$ cat config.mk
export PLATFORM = sky130hd
export DESIGN_NAME = ps2_mouse_init_seq_flat
export DESIGN_NICKNAME = d
export VERILOG_FILES = /design/src/rtl/ps2_mouse_init_seq_if.sv /design/src/rtl/ps2_mouse_init_seq.sv /design/src/flat_wrapper.sv
export SDC_FILE = /design/constraint.sdc
export NUM_CORES = 1
export LEC_CHECK = 0
export ABC_CLOCK_PERIOD_IN_PS = 2500
export BUFFER_PORTS_ARGS = -buffer_cell sky130_fd_sc_hd__buf_2
export CAP_MARGIN = 20
export CORE_MARGIN = 4
export CORE_UTILIZATION = 52
export CTS_CLUSTER_DIAMETER = 80
export DETAILED_ROUTE_END_ITERATION = 10
export GPL_ROUTABILITY_DRIVEN = 1
export HOLD_SLACK_MARGIN = 0.03
export PLACE_DENSITY = 0.74
export RECOVER_POWER = 100
export SYNTH_ARGS = -nofsm -noshare
export SYNTH_HDL_FRONTEND = slang
export SYNTH_SLANG_ARGS = --single-unit
$ cat constraint.sdc
create_clock -name clk -period 2.5 [get_ports clk]
set_input_delay 0.375 -clock clk [delete_from_list [all_inputs] [get_ports clk]]
set_output_delay 0.375 -clock clk [all_outputs]
set_load 0.01 [all_outputs]
$ cat src/rtl/ps2_mouse_init_seq_if.sv
// Handshake bundle between the PS/2 init sequencer, its controller and the PS/2 tx/rx pair.
// The master side drives start and the tx/rx status; the slave side is the sequencer.
interface ps2_mouse_init_seq_if;
  logic       start;
  logic [7:0] tx_cmd;
  logic       tx_send;
  logic       tx_done;
  logic       tx_timeout;
  logic [7:0] rx_data;
  logic       rx_valid;
  logic       busy;
  logic       init_done;
  logic       init_error;
  logic [3:0] state_dbg;

  modport master (
    output start, tx_done, tx_timeout, rx_data, rx_valid,
    input  tx_cmd, tx_send, busy, init_done, init_error, state_dbg
  );

  modport slave (
    input  start, tx_done, tx_timeout, rx_data, rx_valid,
    output tx_cmd, tx_send, busy, init_done, init_error, state_dbg
  );
endinterface

$ cat src/rtl/ps2_mouse_init_seq.sv
// PS/2 mouse power-up sequencer: reset 0xFF, expect FA/AA/00, enable 0xF4, expect FA.
// Define PS2_INIT_RETRY_EN to restart the full sequence on failure up to MAX_RETRY times.
//
// state        | meaning
// IDLE         | waiting for start
// SEND_RST     | one-cycle send of 0xFF
// WAIT_TX_RST  | waiting for transmitter to finish 0xFF
// WAIT_ACK_RST | waiting for 0xFA
// WAIT_BAT     | waiting for self-test pass 0xAA (long timeout)
// WAIT_ID      | waiting for device id 0x00
// SEND_EN      | one-cycle send of 0xF4
// WAIT_TX_EN   | waiting for transmitter to finish 0xF4
// WAIT_ACK_EN  | waiting for 0xFA
// DONE         | streaming enabled
// ERROR        | initialization failed
module ps2_mouse_init_seq #(
  parameter int ACK_TIMEOUT = 320000,
  parameter int BAT_TIMEOUT = 12000000,
  parameter int MAX_RETRY   = 3
) (
  input logic clk,
  input logic reset,
  ps2_mouse_init_seq_if.slave bus
);
  typedef enum logic [3:0] {
    IDLE         = 4'd0,
    SEND_RST     = 4'd1,
    WAIT_TX_RST  = 4'd2,
    WAIT_ACK_RST = 4'd3,
    WAIT_BAT     = 4'd4,
    WAIT_ID      = 4'd5,
    SEND_EN      = 4'd6,
    WAIT_TX_EN   = 4'd7,
    WAIT_ACK_EN  = 4'd8,
    DONE         = 4'd9,
    ERROR        = 4'd10
  } state_t;

  localparam logic [23:0] ACK_LIM = 24'(ACK_TIMEOUT - 1);
  localparam logic [23:0] BAT_LIM = 24'(BAT_TIMEOUT - 1);

  state_t      state, state_nx, fail_nx;
  logic [23:0] cnt;
  logic        expired, fail;

`ifdef PS2_INIT_RETRY_EN
  logic [7:0] retry_cnt;
  logic       retry_ok;

  assign retry_ok = retry_cnt < 8'(MAX_RETRY);
  assign fail_nx  = retry_ok ? SEND_RST : ERROR;

  always_ff @(posedge clk or posedge reset) begin
    if (reset)
      retry_cnt <= '0;
    else if (state_nx == DONE || ((state == DONE || state == ERROR) && bus.start))
      retry_cnt <= '0;
    else if (fail && retry_ok)
      retry_cnt <= retry_cnt + 8'd1;
  end
`else
  assign fail_nx = ERROR;
`endif

  assign expired = (cnt == ((state == WAIT_BAT) ? BAT_LIM : ACK_LIM));

  // A received byte always wins over a coincident expiry; a tx timeout wins over tx_done.
  always_comb begin
    state_nx = state;
    fail     = 1'b0;
    case (state)
      IDLE:         if (bus.start) state_nx = SEND_RST;
      SEND_RST:     state_nx = WAIT_TX_RST;
      WAIT_TX_RST: begin
        if (bus.tx_timeout)   fail = 1'b1;
        else if (bus.tx_done) state_nx = WAIT_ACK_RST;
        else if (expired)     fail = 1'b1;
      end
      WAIT_ACK_RST: begin
        if (bus.rx_valid) begin
          if (bus.rx_data == 8'hFA) state_nx = WAIT_BAT;
          else                      fail = 1'b1;
        end else if (expired) fail = 1'b1;
      end
      WAIT_BAT: begin
        if (bus.rx_valid) begin
          if (bus.rx_data == 8'hAA) state_nx = WAIT_ID;
          else                      fail = 1'b1;
        end else if (expired) fail = 1'b1;
      end
      WAIT_ID: begin
        if (bus.rx_valid) begin
          if (bus.rx_data == 8'h00) state_nx = SEND_EN;
          else                      fail = 1'b1;
        end else if (expired) fail = 1'b1;
      end
      SEND_EN:      state_nx = WAIT_TX_EN;
      WAIT_TX_EN: begin
        if (bus.tx_timeout)   fail = 1'b1;
        else if (bus.tx_done) state_nx = WAIT_ACK_EN;
        else if (expired)     fail = 1'b1;
      end
      WAIT_ACK_EN: begin
        if (bus.rx_valid) begin
          if (bus.rx_data == 8'hFA) state_nx = DONE;
          else                      fail = 1'b1;
        end else if (expired) fail = 1'b1;
      end
      DONE, ERROR:  if (bus.start) state_nx = SEND_RST;
      default:      state_nx = IDLE;
    endcase
    if (fail) state_nx = fail_nx;
  end

  // Outputs are decoded from the next state so they line up with the state register.
  always_ff @(posedge clk or posedge reset) begin
    if (reset) begin
      state          <= IDLE;
      cnt            <= '0;
      bus.tx_cmd     <= 8'h00;
      bus.tx_send    <= 1'b0;
      bus.busy       <= 1'b0;
      bus.init_done  <= 1'b0;
      bus.init_error <= 1'b0;
      bus.state_dbg  <= 4'd0;
    end else begin
      state          <= state_nx;
      cnt            <= (state_nx != state) ? '0 : cnt + 24'd1;
      bus.tx_send    <= (state_nx == SEND_RST) || (state_nx == SEND_EN);
      if (state_nx == SEND_RST)     bus.tx_cmd <= 8'hFF;
      else if (state_nx == SEND_EN) bus.tx_cmd <= 8'hF4;
      bus.busy       <= (state_nx != IDLE) && (state_nx != DONE) && (state_nx != ERROR);
      bus.init_done  <= (state_nx == DONE);
      bus.init_error <= (state_nx == ERROR);
      bus.state_dbg  <= state_nx;
    end
  end
endmodule

$ cat src/flat_wrapper.sv
// flat-port wrapper written by rule: the top's interface ports become plain ports
module ps2_mouse_init_seq_flat 
#(
  parameter int ACK_TIMEOUT = 320000,
  parameter int BAT_TIMEOUT = 12000000,
  parameter int MAX_RETRY   = 3
)
  (clk, reset, bus_start, bus_tx_done, bus_tx_timeout, bus_rx_data, bus_rx_valid, bus_tx_cmd, bus_tx_send, bus_busy, bus_init_done, bus_init_error, bus_state_dbg);
  ps2_mouse_init_seq_if bus_i ();
  input logic clk;
  input logic reset;
  input wire logic [$bits(bus_i.start)-1:0] bus_start;
  input wire logic [$bits(bus_i.tx_done)-1:0] bus_tx_done;
  input wire logic [$bits(bus_i.tx_timeout)-1:0] bus_tx_timeout;
  input wire logic [$bits(bus_i.rx_data)-1:0] bus_rx_data;
  input wire logic [$bits(bus_i.rx_valid)-1:0] bus_rx_valid;
  output wire logic [$bits(bus_i.tx_cmd)-1:0] bus_tx_cmd;
  output wire logic [$bits(bus_i.tx_send)-1:0] bus_tx_send;
  output wire logic [$bits(bus_i.busy)-1:0] bus_busy;
  output wire logic [$bits(bus_i.init_done)-1:0] bus_init_done;
  output wire logic [$bits(bus_i.init_error)-1:0] bus_init_error;
  output wire logic [$bits(bus_i.state_dbg)-1:0] bus_state_dbg;
  assign bus_i.start = bus_start;
  assign bus_i.tx_done = bus_tx_done;
  assign bus_i.tx_timeout = bus_tx_timeout;
  assign bus_i.rx_data = bus_rx_data;
  assign bus_i.rx_valid = bus_rx_valid;
  assign bus_tx_cmd = bus_i.tx_cmd;
  assign bus_tx_send = bus_i.tx_send;
  assign bus_busy = bus_i.busy;
  assign bus_init_done = bus_i.init_done;
  assign bus_init_error = bus_i.init_error;
  assign bus_state_dbg = bus_i.state_dbg;
  ps2_mouse_init_seq #(.ACK_TIMEOUT(ACK_TIMEOUT), .BAT_TIMEOUT(BAT_TIMEOUT), .MAX_RETRY(MAX_RETRY)) u_core (.clk(clk), .reset(reset), .bus(bus_i));
endmodule
==> results.yml, run 1 <==
logic_synthesis:
  syn_area_mm2: 0.00222
  netlist.area_leader.share: 0.384
  synth_ff_type: "dfrtp_1"
  synthCells: 220
  ys_ff_latch: 34
  synth-warning-count: 0
  yosysMostFrequentCell: "dfrtp_1"
  synth.distinct_cells: 49
  synthTopCellsByCount: "dfrtp_1, nor3_2, nand3_1, nor2_1"
  synthTopCellsByArea: "dfrtp_1, nor3_2, xor2_1, xnor2_1, nand3_1"
  postSynth.asyncResetShare: 1.00
  syn-num-nets: 235
  avgSynthCellArea_um2: 10.1
  yosysTopAreaCell: "dfrtp_1"
  yosysSeqAreaShare: 0.384
  synth_edf_count: 0
final_layout:
  synthToLayoutAreaGrowth_pct: 26.7
  utilization: 0.692
  regArea_um2: 851
  final_nets: 297
  diodes: 0
  fillCellCount: 311
  multi_input_area_mm2: 0.00130
  final_layout_size_suffix_gt1_frac: 0.350
run:
  cap_violations: 1
grt:
  grtUsageTotal: 0.201
  grt_most_used_layer: "met2"
  grtUsageMet2: 0.320
  met1_usage: 0.278
  grt_pass1_wl_mm: 8.45
  gr-total-overflow: 0
  grt_pass1_vias: 1810
  grt_max_degree: 35
  gr-usage-met3: 0.0342
  antenna_found_initial: 0
sta:
  timing.final.crit_share: 0.964
  finalSetupViolCount: 0
  slew_headroom: -0.185
  final_max_slew_viol_count: 35
  period_needed_ns: 2.41
  hold_viol_final: 0
  clock_skew_ns: 0.00759
  tightest_slew_ns: 1.78
  clock.fmax_mhz: 415
worst_hold_path:
  hp-class: "flop to flop"
clocking:
  clk_latency_ns: 0.28
  holdBufCountCts: 0
  h-tree-depth: 2
  cts_made_buffers: 5
  clock_sinks: 34
  clockRootBuffer: "clkbuf_8"
  clock_path_buffers: 2
  cts_tree: "yes"
  cts.reportedPaths.clkPinSlew_ns: 0.07
pwr:
  ir_worst_vdd_mv: 0.935
  power_mw: 3.01
  power_leakage_nw: 1.15
  powerDensity_mw_per_mm2: 1070
critical_path:
  worstPathArrival_ns: 2.61
  cp_slowest_cell: "or4b_4"
  cp.required_ns: 2.70
  worst_setup_path_end_kind: "flop"
  cp-start-kind: "flop"
  cp_cell_sequence: "or4b_4, and4_1, o2111a_2, o22ai_4, buf_6, o2bb2ai_4, o21ai_4, buf_4, nor3_2"
  crit_fanout: 5
  critPathKind: "flop to flop"
  max_stage_delay_ns: 0.55
route:
  ant_nets: 0
  via_per_inst: 5.56
  wire_per_inst_um: 15.2
  vias: 1850
  drt_iter0_drc: 126
  detail_route.first_pass.iterations: 4
  drc: 0
  routed_wl_mm: 5.05
placed_design:
  gp_congestion: 0.934
  portBuffers: 29
  dpl.hpwl_mm: 3.47
run_status:
  outcome: "finished with violations"
  violations: "max-capacitance violations, max-slew violations"
floorplanning:
  die_w_um: 73.3
  rows: 23
  die_area_mm2: 0.00537
  io_pins: 30
  start_util: 0.546
  core_mm2: 0.00406
  die_h_um: 73.3
## timing repair
item | in CTS | in global routing
pin swaps | 1 | 1
hold endpoints to repair | 0 | 0
setup endpoints to repair | 24 | 26
cloned | 1 | 0
resized for setup | 2 | 9
setup buffers | 4 | 3
## power breakdown
part	internal, mW	total (mW)	switching, mW
sequential	0.621	0.660	0.0393
clock	0.298	0.488	0.189
combinational	0.782	1.86	1.08
total	1.70	3.01	1.31
## cell type report
class                   instances  share of cell area
clock buffers                   7              0.0272
clock inverters                 1              0.0107
inverters                       7             0.00935
multi-input cells             166               0.462
flip-flops and latches         34               0.303
well taps                      50              0.0223
repair buffers                 68               0.165
## path summary, 6_finish.rpt
path / from / end / slack [ns] / cells past startpoint
min: u_core.cnt[0] / u_core.cnt[0] / 0.55 / 2
min in group asynchronous: reset / u_core.cnt[4] / 0.71 / 3
max in group asynchronous: reset / u_core.cnt[22] / 0.76 / 3
max reg2reg: u_core.bus.state_dbg[0] / u_core.cnt[22] / 0.09 / 9
max: u_core.bus.state_dbg[0] / u_core.cnt[22] / 0.09 / 9
min reg2reg: u_core.cnt[0] / u_core.cnt[0] / 0.55 / 2
## state kept, by name (all words and copies together) (netlist names)
signal,count
u_core.bus.init_done,1
u_core.cnt,24
u_core.bus.tx_send,1
u_core.bus.init_error,1
u_core.bus.busy,1
u_core.bus.state_dbg,4
u_core.bus.tx_cmd,2
## metal layers
metal | vias to the layer above | share of wire
met4 | 0 | 0.016
met1 | 885 | 0.47
met5 | - | 0
met2 | 42 | 0.48
met3 | 7 | 0.035
li1 | 916 | -
## cell families (layout without fill, tap and decap cells)
logic type | after synthesis | after routing | synth area share
XOR/XNOR | 24 | 24 | 0.103
flip-flops | 34 | 34 | 0.384
adder cells (fa/ha/maj) | 2 | 2 | 0.0102
buffers and inverters | 21 | 83 | 0.0604
AND/OR/NAND/NOR | 117 | 117 | 0.354
multiplexers | 2 | 2 | 0.00903
AO/OA/AOI/OAI | 20 | 21 | 0.0796
## worst max-delay path, delay by kind of cell, from the launching register on
family | cells | cell delay [ns]
AO/OA/AOI/OAI | 4 | 0.73
buffers and inverters | 2 | 0.33
flip-flops | 1 | 0.40
AND/OR/NAND/NOR | 3 | 0.88
## through the flow
| stage | setup slack [ns] | TNS [ns] | instance area [um2] | instances | hold WS [ns] |
|---|---|---|---|---|---|
| floorplan | 0.110 | 0 | 2220 | 220 | 0.468 |
| global placement | -0.225 | -4.55 | 2570 | 317 | 0.482 |
| detailed placement | -0.320 | -6.28 | 2570 | 317 | 0.487 |
| CTS | -0.00708 | -0.0165 | 2740 | 330 | 0.185 |
| global route | -0.0718 | -0.948 | 2810 | 333 | 0.579 |
| finish | 0.0899 | 0 | 2810 | 333 | 0.550 |
## layout by cell type (no fill, tap or decap), types with 2 or more instances in the layout
master    instances
a211oi_1          4
a21oi_1           2
a31oi_1           2
a41oi_1           2
and2_1            5
and3_1            5
and4_1            5
buf_12            3
buf_2            17
buf_4            33
buf_6             2
clkbuf_1         15
clkbuf_8          5
dfrtp_1          34
inv_1             7
mux2i_1           2
nand2_1          13
nand3_1          14
nand4_1           4
nand4b_1          2
nor2_1           14
nor2b_1           4
nor3_1            7
nor3_2           23
nor3b_1           3
nor4_1            2
nor4b_1           2
nor4b_2           2
nor4bb_1          4
o21ai_4           2
xnor2_1          10
xor2_1           13
Power figures use the tool's default switching activity.
==> run 2, diff against run 1 <==
- CORE_UTILIZATION: 52 -> 54
- CTS_BUF_LIST: unset -> sky130_fd_sc_hd__clkbuf_8
- MAX_ROUTING_LAYER: unset -> met4
- PLACE_DENSITY: 0.74 -> 0.77
==> run 2 against run 1 <==
The flow still finishes with violations (max-capacitance violations, max-slew violations). Global-route usage rose by 0.66 points. Clock power fell by 16%. Die area fell by 3.3%. First-iteration DRC count rose by 11%. Wire length fell by 1.8%. Design area fell by 5.7%. Hold slack got worse by 0.024 ns. Count of clock-buffer cells in the layout fell by 1. Sequential cell count did not move. Sequential share of layout area rose by 1.8 points. Critical endpoint is now u_core.cnt[0]. Highest routed layer unchanged.
==> results.yml, run 2 (synthesized netlist as in run 1, its figures left out) <==
clocking:
  cts_made_buffers: 5
  clock_sinks: 34
  cts_tree: "yes"
  h-tree-depth: 2
  cts.reportedPaths.clkPinSlew_ns: 0.06
  clk_latency_ns: 0.29
  clock_path_buffers: 2
  holdBufCountCts: 0
  clockRootBuffer: "clkbuf_8"
pwr:
  power_switching_share: 0.445
  clkPwrFrac: 0.148
  ir_worst_vdd_mv: 0.780
  internal_power_mw: 1.55
  power_leakage_nw: 1.06
  powerDensity_mw_per_mm2: 1050
  p_switching_mw: 1.24
  seqPwrFrac: 0.238
  comb_power_share: 0.614
  power_mw: 2.79
final_layout:
  most-common-layout-cells: "dfrtp_1, nor3_2, buf_2"
  layoutNonFillerInstCount: 313
  layout_commonest_cell: "dfrtp_1"
  top_regs: "u_core.cnt (24), u_core.bus.state_dbg (4), u_core.bus.tx_cmd (2)"
  final_area_mm2: 0.00265
  top_register: "u_core.cnt"
  largest_reg_flops: 24
  final_nets: 277
  utilization: 0.667
  fillCellCount: 314
  diodes: 0
  synthToLayoutAreaGrowth_pct: 19.4
  final_layout_size_suffix_gt1_frac: 0.300
sta:
  period_needed_ns: 2.42
  clock.fmax_mhz: 414
  finalSetupViolCount: 0
  clock_skew_ns: 0.00651
  setup_slack_ns: 0.0827
  hold_viol_final: 0
  final_max_slew_viol_count: 35
  tightest_slew_ns: 1.81
  slew_headroom: -0.207
  timing.final.crit_share: 0.967
placed_design:
  place_area_mm2: 0.00247
  place_ws_ns: 0.0683
  placed_cells: 302
  gp_congestion: 0.891
  portBuffers: 29
  dpl.hpwl_mm: 3.35
floorplanning:
  die_w_um: 72.1
  rows: 23
  core_mm2: 0.00397
  start_util: 0.558
  io_pins: 30
  die_area_mm2: 0.00519
  die_h_um: 72.1
critical_path:
  crit_start: "u_core.bus.state_dbg[0]"
  worst_path_most_repeated_cell: "o21ai_4"
  r2r-start: "u_core.bus.state_dbg[0]"
  worstPathArrival_ns: 2.59
  crit_fanout: 12
  cp-start-kind: "flop"
  critPathKind: "flop to flop"
  cp.required_ns: 2.67
  worst_setup_path_end_kind: "flop"
  max_stage_delay_ns: 0.55
  cp_slowest_cell: "or4b_4"
  cp_cell_sequence: "or4b_4, nor4_1, o2111a_2, o21ai_4, and3_4, o21ai_4, clkbuf_16, nor3_2"
route:
  drt_iter0_drc: 140
  detail_route.first_pass.iterations: 4
  via_per_inst: 5.78
  routed_wl_mm: 4.96
  vias: 1810
  ant_nets: 0
  drc: 0
  wire_per_inst_um: 15.8
worst_hold_path:
  hp-class: "flop to flop"
  worstHoldStart: "u_core.cnt[0]"
run_status:
  outcome: "finished with violations"
  violations: "max-capacitance violations, max-slew violations"
grt:
  grt_pass1_vias: 1738
  gr-total-overflow: 0
  grt_pass1_wl_mm: 8.17
  antenna_found_initial: 0
  grtUsageTotal: 0.207
  grt_max_degree: 35
run:
  cap_violations: 1
## run 2: changes by cell type in the layout (fill, tap and decap cells not counted), moves of 2 or more
cell / previous run / this run
buf_4: 33 / 14
nor3_2: 23 / 21
clkbuf_1: 15 / 13
nor3_1: 7 / 9
## run 2: layout make-up
type / instances / area [um2] / share of cell area
repair buffers: 49 / 335 / 0.127
clock inverters: 2 / 8.76 / 0.00331
multi-input cells: 165 / 1280 / 0.484
well taps: 50 / 62.6 / 0.0236
flip-flops and latches: 34 / 851 / 0.321
inverters: 7 / 26.3 / 0.00992
clock buffers: 6 / 82.6 / 0.0312
## run 2: final timing paths
path                                   endpoint  cells after the start  slack, ns
min in group asynchronous  u_core.bus.tx_cmd[6]                      3       0.72
hold reg to reg                   u_core.cnt[0]                      1       0.53
setup reg to reg                  u_core.cnt[0]                      8       0.08
max in group asynchronous        u_core.cnt[21]                      3       0.73
hold / removal                    u_core.cnt[0]                      1       0.53
setup / recovery                  u_core.cnt[0]                      8       0.08
## run 2: power groups by stage
stage	Sequential (mW)	Combinational, mW	Clock, mW
6_report	0.663	1.71	0.412
5_1_grt	0.671	1.84	0.441
4_1_cts	0.657	1.49	0.418
3_5_place_dp	0.667	1.49	0
3_3_place_gp	0.663	1.46	0
2_1_floorplan	0.711	1.12	0
## run 2: critical path, delay by kind of cell (launching register included)
| kind | cells | cell delay (ns) |
|---|---|---|
| and+or+nand+nor | 4 | 1.12 |
| DFF | 1 | 0.39 |
| buffers and inverters | 1 | 0.22 |
| AOI/OAI and AO/OA | 3 | 0.58 |
## run 2: metal layers
layer / routed length, um / global-route usage / vias up
li1: - / - / 883
met3: 182 / 0.0457 / 7
met5: 0 / - / -
met1: 2250 / 0.263 / 876
met4: 89 / 0.0731 / 0
met2: 2440 / 0.327 / 44
## run 2: what timing repair did
action	in CTS	in global routing
resized for setup	0	10
buffers inserted	0	2
setup endpoints to repair	0	26
endpoints found under the hold margin	0	0
## run 2: metrics by stage
step                 TNS (ns)  hold WS, ns
floorplan                   0        0.468
global placement            0        0.486
detailed placement          0        0.494
CTS                         0        0.179
global route        -0.000790        0.549
finish                      0        0.526
